$ cat src/rtl/bikelight_mode_ctrl.sv
// Bike light front end: button sync/debounce, OFF->ON->BLINK->DIM mode FSM, LED waveform.
// Optional auto-off after an idle period when BIKELIGHT_AUTO_OFF_EN is defined.
module bikelight_mode_ctrl #(
  parameter int DEBOUNCE_CYCLES   = 16,
  parameter int LONG_PRESS_CYCLES = 64,
  parameter int BLINK_HALF        = 8,
  parameter int PWM_BITS          = 4,
  parameter int DIM_DUTY          = 4,
  parameter int IDLE_TIMEOUT      = 1024
) (
  input  logic       clk,
  input  logic       rst_n,
  input  logic       btn,
  output logic [3:0] state,
  output logic       led,
  output logic       press_pulse
);

  typedef enum logic [3:0] {
    OFF   = 4'b0001,
    ON    = 4'b0010,
    BLINK = 4'b0100,
    DIM   = 4'b1000
  } mode_t;

  localparam int DBW = $clog2(DEBOUNCE_CYCLES + 1);
  localparam int HW  = $clog2(LONG_PRESS_CYCLES + 1);
  localparam int BW  = $clog2(BLINK_HALF + 1);

  generate
    if (DEBOUNCE_CYCLES < 1 || LONG_PRESS_CYCLES <= DEBOUNCE_CYCLES || BLINK_HALF < 1 ||
        PWM_BITS < 1 || DIM_DUTY >= (1 << PWM_BITS) || IDLE_TIMEOUT < 1) begin : g_bad_params
      $error("bikelight_mode_ctrl: illegal parameter combination");
    end
  endgenerate

  logic           sync1, sync2;
  logic           db_level, db_prev;
  logic [DBW-1:0] db_cnt;
  logic [HW-1:0]  hold_cnt;
  logic           long_pulse;
  mode_t          mode, nxt;
  logic [BW-1:0]  blink_cnt;
  logic           blink_ph;
  logic [PWM_BITS-1:0] pwm_cnt, pwm_nxt;

  assign state   = mode;
  assign pwm_nxt = pwm_cnt + PWM_BITS'(1);

  // Level flips after DEBOUNCE_CYCLES consecutive disagreeing samples; press_pulse is its rising edge.
  always_ff @(posedge clk or negedge rst_n) begin
    if (!rst_n) begin
      sync1       <= 1'b0;
      sync2       <= 1'b0;
      db_level    <= 1'b0;
      db_prev     <= 1'b0;
      db_cnt      <= '0;
      press_pulse <= 1'b0;
    end else begin
      sync1   <= btn;
      sync2   <= sync1;
      db_prev <= db_level;
      press_pulse <= db_level & ~db_prev;
      if (sync2 == db_level) begin
        db_cnt <= '0;
      end else if (db_cnt == DBW'(DEBOUNCE_CYCLES - 1)) begin
        db_level <= ~db_level;
        db_cnt   <= '0;
      end else begin
        db_cnt <= db_cnt + DBW'(1);
      end
    end
  end

  // Hold counter saturates, so long_pulse fires exactly once per hold.
  always_ff @(posedge clk or negedge rst_n) begin
    if (!rst_n) begin
      hold_cnt   <= '0;
      long_pulse <= 1'b0;
    end else begin
      long_pulse <= db_level && (hold_cnt == HW'(LONG_PRESS_CYCLES - 1));
      if (!db_level) begin
        hold_cnt <= '0;
      end else if (hold_cnt != HW'(LONG_PRESS_CYCLES)) begin
        hold_cnt <= hold_cnt + HW'(1);
      end
    end
  end

`ifdef BIKELIGHT_AUTO_OFF_EN
  localparam int IW = $clog2(IDLE_TIMEOUT + 1);
  logic [IW-1:0] idle_cnt;
  logic          idle_fire;

  assign idle_fire = (idle_cnt == IW'(IDLE_TIMEOUT));

  always_ff @(posedge clk or negedge rst_n) begin
    if (!rst_n) begin
      idle_cnt <= '0;
    end else if (press_pulse || (nxt != OFF && nxt != mode) || mode == OFF) begin
      idle_cnt <= '0;
    end else if (!idle_fire) begin
      idle_cnt <= idle_cnt + IW'(1);
    end
  end
`endif

  always_comb begin
    nxt = mode;
    if (press_pulse) begin
      case (mode)
        OFF:     nxt = ON;
        ON:      nxt = BLINK;
        BLINK:   nxt = DIM;
        default: nxt = OFF;
      endcase
    end else if (long_pulse) begin
      nxt = OFF;
    end
`ifdef BIKELIGHT_AUTO_OFF_EN
    else if (idle_fire) begin
      nxt = OFF;
    end
`endif
  end

  // LED is computed from the next mode so state and led change on the same edge.
  always_ff @(posedge clk or negedge rst_n) begin
    if (!rst_n) begin
      mode      <= OFF;
      led       <= 1'b0;
      blink_cnt <= '0;
      blink_ph  <= 1'b0;
      pwm_cnt   <= '0;
    end else begin
      mode <= nxt;
      case (nxt)
        ON: led <= 1'b1;
        BLINK: begin
          if (mode != BLINK) begin
            blink_cnt <= '0;
            blink_ph  <= 1'b1;
            led       <= 1'b1;
          end else if (blink_cnt == BW'(BLINK_HALF - 1)) begin
            blink_cnt <= '0;
            blink_ph  <= ~blink_ph;
            led       <= ~blink_ph;
          end else begin
            blink_cnt <= blink_cnt + BW'(1);
            led       <= blink_ph;
          end
        end
        DIM: begin
          if (mode != DIM) begin
            pwm_cnt <= '0;
            led     <= (PWM_BITS'(DIM_DUTY) != '0);
          end else begin
            pwm_cnt <= pwm_nxt;
            led     <= (pwm_nxt < PWM_BITS'(DIM_DUTY));
          end
        end
        default: led <= 1'b0;
      endcase
    end
  end

endmodule

$ cat config.mk
export PLATFORM = sky130hd
export DESIGN_NAME = bikelight_mode_ctrl
export DESIGN_NICKNAME = d
export VERILOG_FILES = /design/src/rtl/bikelight_mode_ctrl.sv
export SDC_FILE = /design/constraint.sdc
export NUM_CORES = 1
export LEC_CHECK = 0
export ABC_AREA = 1
export CAP_MARGIN = 0
export CELL_PAD_IN_SITES_DETAIL_PLACEMENT = 0
export CELL_PAD_IN_SITES_GLOBAL_PLACEMENT = 1
export CORE_MARGIN = 2
export CORE_UTILIZATION = 47
export CTS_BUF_LIST = sky130_fd_sc_hd__clkbuf_2 sky130_fd_sc_hd__clkbuf_4 sky130_fd_sc_hd__clkbuf_8
export DETAILED_ROUTE_END_ITERATION = 8
export PLACE_DENSITY_LB_ADDON = 0.05
export SLEW_MARGIN = 20
export SYNTH_ARGS = -nofsm -noshare
export SYNTH_HDL_FRONTEND = slang
export SYNTH_SLANG_ARGS = --single-unit
export TNS_END_PERCENT = 5
$ cat constraint.sdc
create_clock -name clk -period 1.9 [get_ports clk]
set_clock_uncertainty 0.05 [all_clocks]
set_input_delay 0.57 -clock clk [delete_from_list [all_inputs] [get_ports clk]]
set_output_delay 0.57 -clock clk [all_outputs]
set_load 0.01 [all_outputs]
Word-level counts from Yosys, hierarchy flattened
Index checks and enable logic that the tools add are counted.

Logic and storage cells: 53. Input port bits: 3. Memories kept: 0. Output and inout bits: 6. Bits in writable memories: 0. Memory bits (read-only): 0. Register bits: 32. Latch bits: 0.

Add/sub/neg operators: 4. Bitwise logic cells: 5. Reductions and logical operators: 2. Shifts and indexed selects: 0. Divide/modulo/power cells: 0. Eq/ne operators: 14. Multipliers: 0. Mux-type cells: 14. Magnitude comparators: 1.

Operator list (count): 4-bit 2-to-1 mux (5); 7-bit 2-to-1 mux (2); 4-bit by 3-bit equality test with 1-bit output, second input constant (3); 4-bit one-hot mux with 3 select lines (1); 5-bit 2-to-1 mux (2); 4-bit by 1-bit adder with 4-bit output, second input constant (2); 4-bit by 2-bit equality test with 1-bit output, second input constant (2); 7-bit by 1-bit adder with 7-bit output, second input constant (1); 7-bit by 6-bit equality test with 1-bit output, second input constant (1); 7-bit inequality test, second input constant (1); 5-bit by 1-bit adder with 5-bit output, second input constant (1); 5-bit by 4-bit equality test with 1-bit output, second input constant (1); 4-bit by 1-bit equality test with 1-bit output, second input constant (1); 4-bit equality test, second input constant (1); 4-bit by 3-bit < comparator with 1-bit output, second input constant (1); 4-bit by 3-bit inequality test with 1-bit output, second input constant (1); 4-bit inequality test, second input constant (1); 1-bit inverter (4); 1-bit 2-to-1 mux (3); 1-bit one-hot mux with 3 select lines (1); 2-bit by 1-bit inequality test with 1-bit output, second input constant (1); 2-bit AND reduction (1); 1-bit bitwise AND (1); 1-bit equality test (1); 1-bit logical AND (1).

Logic depth before layout (Yosys ltp)
Word-level depth: 5. Depth in mapped cells: 9. Gate-level depth less buffers: 9.

Worst setup path after synthesis
OpenSTA, ideal clock, no wires.

Kind: reg2reg. Start point: reg mode[0] (netlist: state[0]). End point: reg blink_cnt[3]. Required time: 1.729 ns. Clock period less this slack: 1.425 ns. Arrival time: 1.254 ns. Slack: 0.475 ns. Stages on the path, launching flop included: 10. Path buffers: 0. Setup time: 0.121 ns. Cell sequence: dfstp_2 -> inv_1 -> nor2_1 -> nand2_1 -> nand2_2 -> nor2_4 -> nor2_8 -> nand3_4 -> nand2_1 -> o21ai_1.

Cells in the longest elaborated chain, start to end: 4. Elaborated cells on any way between the ends: 9. Classes of those cells: eq/ne: 5; mux: 4.

Ends and longest elaborated chain: start: declaration (RTL line 42) `mode_t mode, nxt;`; start signal: assignment (RTL line 136) `mode <= nxt;`; 4-bit by 3-bit equality test with 1-bit output, or another cell as far along (RTL line 111) `case (mode)`; 4-bit one-hot mux with 3 select lines (RTL line 111); 4-bit 2-to-1 mux (RTL line 110) `if (press_pulse) begin`; 4-bit by 3-bit equality test with 1-bit output (RTL line 137) `case (nxt)`; end signal: assignment (RTL line 149) `blink_cnt <= blink_cnt + BW'(1);`; end: declaration (RTL line 43) `logic [BW-1:0] blink_cnt;`.

Parallel ways exist; a longest one is shown, timed or not. A chain may end at the register's enable or synchronous reset.

Final worst setup path
Start point: reg led. End point: out led.

RTL lines: start: declaration (RTL line 15) `output logic led,`; start signal: assignment (RTL line 147) `led <= ~blink_ph;`; start signal: assignment (RTL line 150) `led <= blink_ph;`; start signal: assignment (RTL line 156) `led <= (PWM_BITS'(DIM_DUTY) != '0);`.

No word-level cell between the ends.

==> summary.md <==
| Metric | Value |
|---|---|
| Status | `finished clean` |
| Core area | `3311 um2` |
| VDD IR-drop max | `507.3 uV` |
| Final Hold Slack | `between 0.3 and 0.4 ns` |
| FF-to-FF setup slack | `approximately 0.39 ns` |
| WP data required | `between 1 and 1.5 ns` |
| Worst hold endpoint | `sync2$_DFF_PN0_` |
| Ys async rst share | `100.0%` |
| Clock sink count | `32` |
| Cts hold-fix bufs | `0` |
| Period utilisation layout | `95.17%` |
| CP cell instances | `clkdlybuf4s50_1` |
| Clk root buf | `clkbuf_4` |
| # IOs | `9` |
| Fin area | `~1900 um2` |
| Largest net degree at the start of global routing | `33` |
| Fmax | `about 0.55 GHz` |
| H-Tree Level Count | `2` |
| GRT overflow | `0` |
| Num rows | `21` |
| Class of the tightest hold or removal check | `reg -> reg` |
| Final setup viols | `0` |
| Reg2Reg Capture Point | `blink_cnt[3]$_DFFE_PN0N_` |
| Final non-filler cell total | `252` |
| Later-pin clock latency in the skew report | `0.33 ns` |
| Clock transition at path regs | `0.10 ns` |
| Placement Cell Area | `between 1500 and 2000 um2` |
| Die height | `about 63 um` |
| Initial antenna violation count | `0` |
| First-pass GRT wire length | `5188 um` |
| Placed cell count | `about 240` |
| Ant diodes | `0` |
| Hold Startpoint | `sync1$_DFF_PN0_` |
| Starting Density | `48.72%` |
| 1st-iter DRT viols | `95` |
| Mapped Area | `1613 um2` |
| P&R area growth vs syn | `14.82%` |
| Synth Warn # | `0` |
| Critical path type | `reg -> out` |
| Setup ws final | `0.09176 ns` |
| Worst path arrival time | `1.19 ns` |
| Crit-path leading delay family | `buffers and inverters` |
| Net count after synthesis | `196` |
| Die area | `3916 um2` |
| WL/cell | `around 11 um` |
| Number of port buffers | `8` |
| Longest Clk Path Bufs | `2` |
| Max FO, Critical Path | `1` |
| Worst-margin pin slew | `0.4058 ns` |
| Crit-path slowest cell | `clkdlybuf4s50_1` |
| Pre-antenna DRT Iters | `5` |
| Syn_area_per_cell | `8.579 um2` |
| Distinct cells, synth | `26` |
| Place WS | `0.2123 ns` |
| Leak Pwr | `0.8673 nW` |
| Share of cells above drive strength 1 | `between 10 and 15%` |
| CTS tree | `done` |
| Mapped Cells | `188` |
| Hold Vio Cnt, Final | `0` |
| RD Place Congestion | `approximately 0.77` |
| Max_slew headroom | `between 70 and 80%` |
| Max-Cap Viols | `0` |
| Worst r2r path cells | `9` |
| Post-synth EDFFs | `0` |
| Max incr delay on CP | `between 0.5 and 0.6 ns` |
| CP Depth | `1` |
| Worst path buffer plus inverter count | `1` |
| Remaining DRCs | `0` |
| Vias per cell | `5.016` |
| WL final | `around 2800 um` |
| Critical R2R Launch | `state[0]$_DFF_PN1_` |
| TritonCTS Buffers | `5` |
| PwrDens | `slightly below 700 nW/um2` |
| DPL Wire Length | `2052 um` |
| RSZ-0062 raised after global routing | `no` |
| Commonest non-fill, non-tap cell in the layout | `nand2_1` |
| Setup crit start kind | `flop` |
| Vias in the first global route | `1200` |
| Top_reg_cell synth | `dfrtp_1` |
| GR Util All Layers | `16.78%` |
| Most frequent cells in the layout | `nand2_1 (40), dfrtp_1 (30), inv_1 (25)` |
| Seq/Total Area, Yosys | `49.73%` |
| Final Critical Period | `1.808 ns` |
| Worst setup EP type | `output pin` |
| Nets | `~210` |
| Vias | `1264` |
| Post-DRT Antenna Nets | `0` |
| Max Slew Vio Count | `0` |
| WHS Path Cells | `0` |
| Die width | `62.58 um` |
| Register bit total from synthesis | `32` |
cell usage after synthesis (2+ instances only):
| cell type | n | share of area (%) |
|---|---|---|
| a21oi_1 | 6 | 1.9 |
| dfrtp_1 | 31 | 48 |
| ha_1 | 5 | 3.9 |
| inv_1 | 25 | 5.8 |
| nand2_1 | 40 | 9.3 |
| nand2_2 | 4 | 1.6 |
| nand3_1 | 16 | 5.0 |
| nand3_4 | 2 | 2.2 |
| nand4_1 | 7 | 2.7 |
| nor2_1 | 19 | 4.4 |
| nor2_2 | 2 | 0.78 |
| nor2_4 | 3 | 2.1 |
| nor3_1 | 2 | 0.62 |
| o21ai_0 | 7 | 2.2 |
| o21ai_1 | 8 | 2.5 |
state kept, by name, summed over array words and instances (netlist names), 4 cells and up:
register	count
pwm_cnt	4
db_cnt	5
hold_cnt	7
blink_cnt	4
state	4
final cells by class:
class	count	area, um2
Inverter	26	97.59
Clock buffer	8	72.57
Fill cell	329	1459
Timing Repair Buffer	11	112.6
Multi-Input combinational cell	129	708.2
Tap cell	46	57.56
Sequential cell	32	803.3
kinds of logic (layout without fill, tap and decap cells):
family	count (synthesis)	in the layout	share of synthesized area [%]
simple gates	99	99	31.34
flops	32	32	49.73
buf+inv	27	45	6.361
compound gates	23	23	7.603
fa+ha+maj	5	5	3.879
xor+xnor	2	2	1.086
timing repair:
action | CTS | global route
setup endpoints to repair | 5 | 1
resized for setup | 5 | 1
setup buffers | 0 | 1
layer usage:
metal	global-route usage [%]	wire, um	vias up
met2	27.42	1314	13
li1	-	-	641
met3	3.964	91	7
met5	0	0	-
met1	20.85	1321	603
met4	8.333	56	0
where the power goes:
group	leakage (nW)	internal, mW	total (mW)	switching [mW]
clock network	0.0420	0.232	0.454	0.222
logic	0.391	0.0314	0.0817	0.0503
registers	0.434	0.698	0.710	0.0118
total	0.867	0.961	1.25	0.285
stage by stage:
stage	util, %	power (mW)	TNS [ns]
after floorplan	-	0.7691	0
after global placement	53.55	0.8058	0
after detailed placement	53.55	0.8081	0
after CTS	55.63	1.265	-0.06257
after global routing	55.93	1.314	0
final	55.93	1.246	0
how the worst max path moves through the flow:
stage                               end             startpoint
5_1_grt                             led          led$_DFF_PN0_
4_1_cts                     press_pulse  press_pulse$_DFF_PN0_
3_5_place_dp                   state[0]     state[0]$_DFF_PN1_
2_1_floorplan  blink_cnt[3]$_DFFE_PN0N_     state[0]$_DFF_PN1_
6_report                            led          led$_DFF_PN0_
3_3_place_gp                   state[0]     state[0]$_DFF_PN1_
Note: power is estimated with default switching activity, not from simulation.
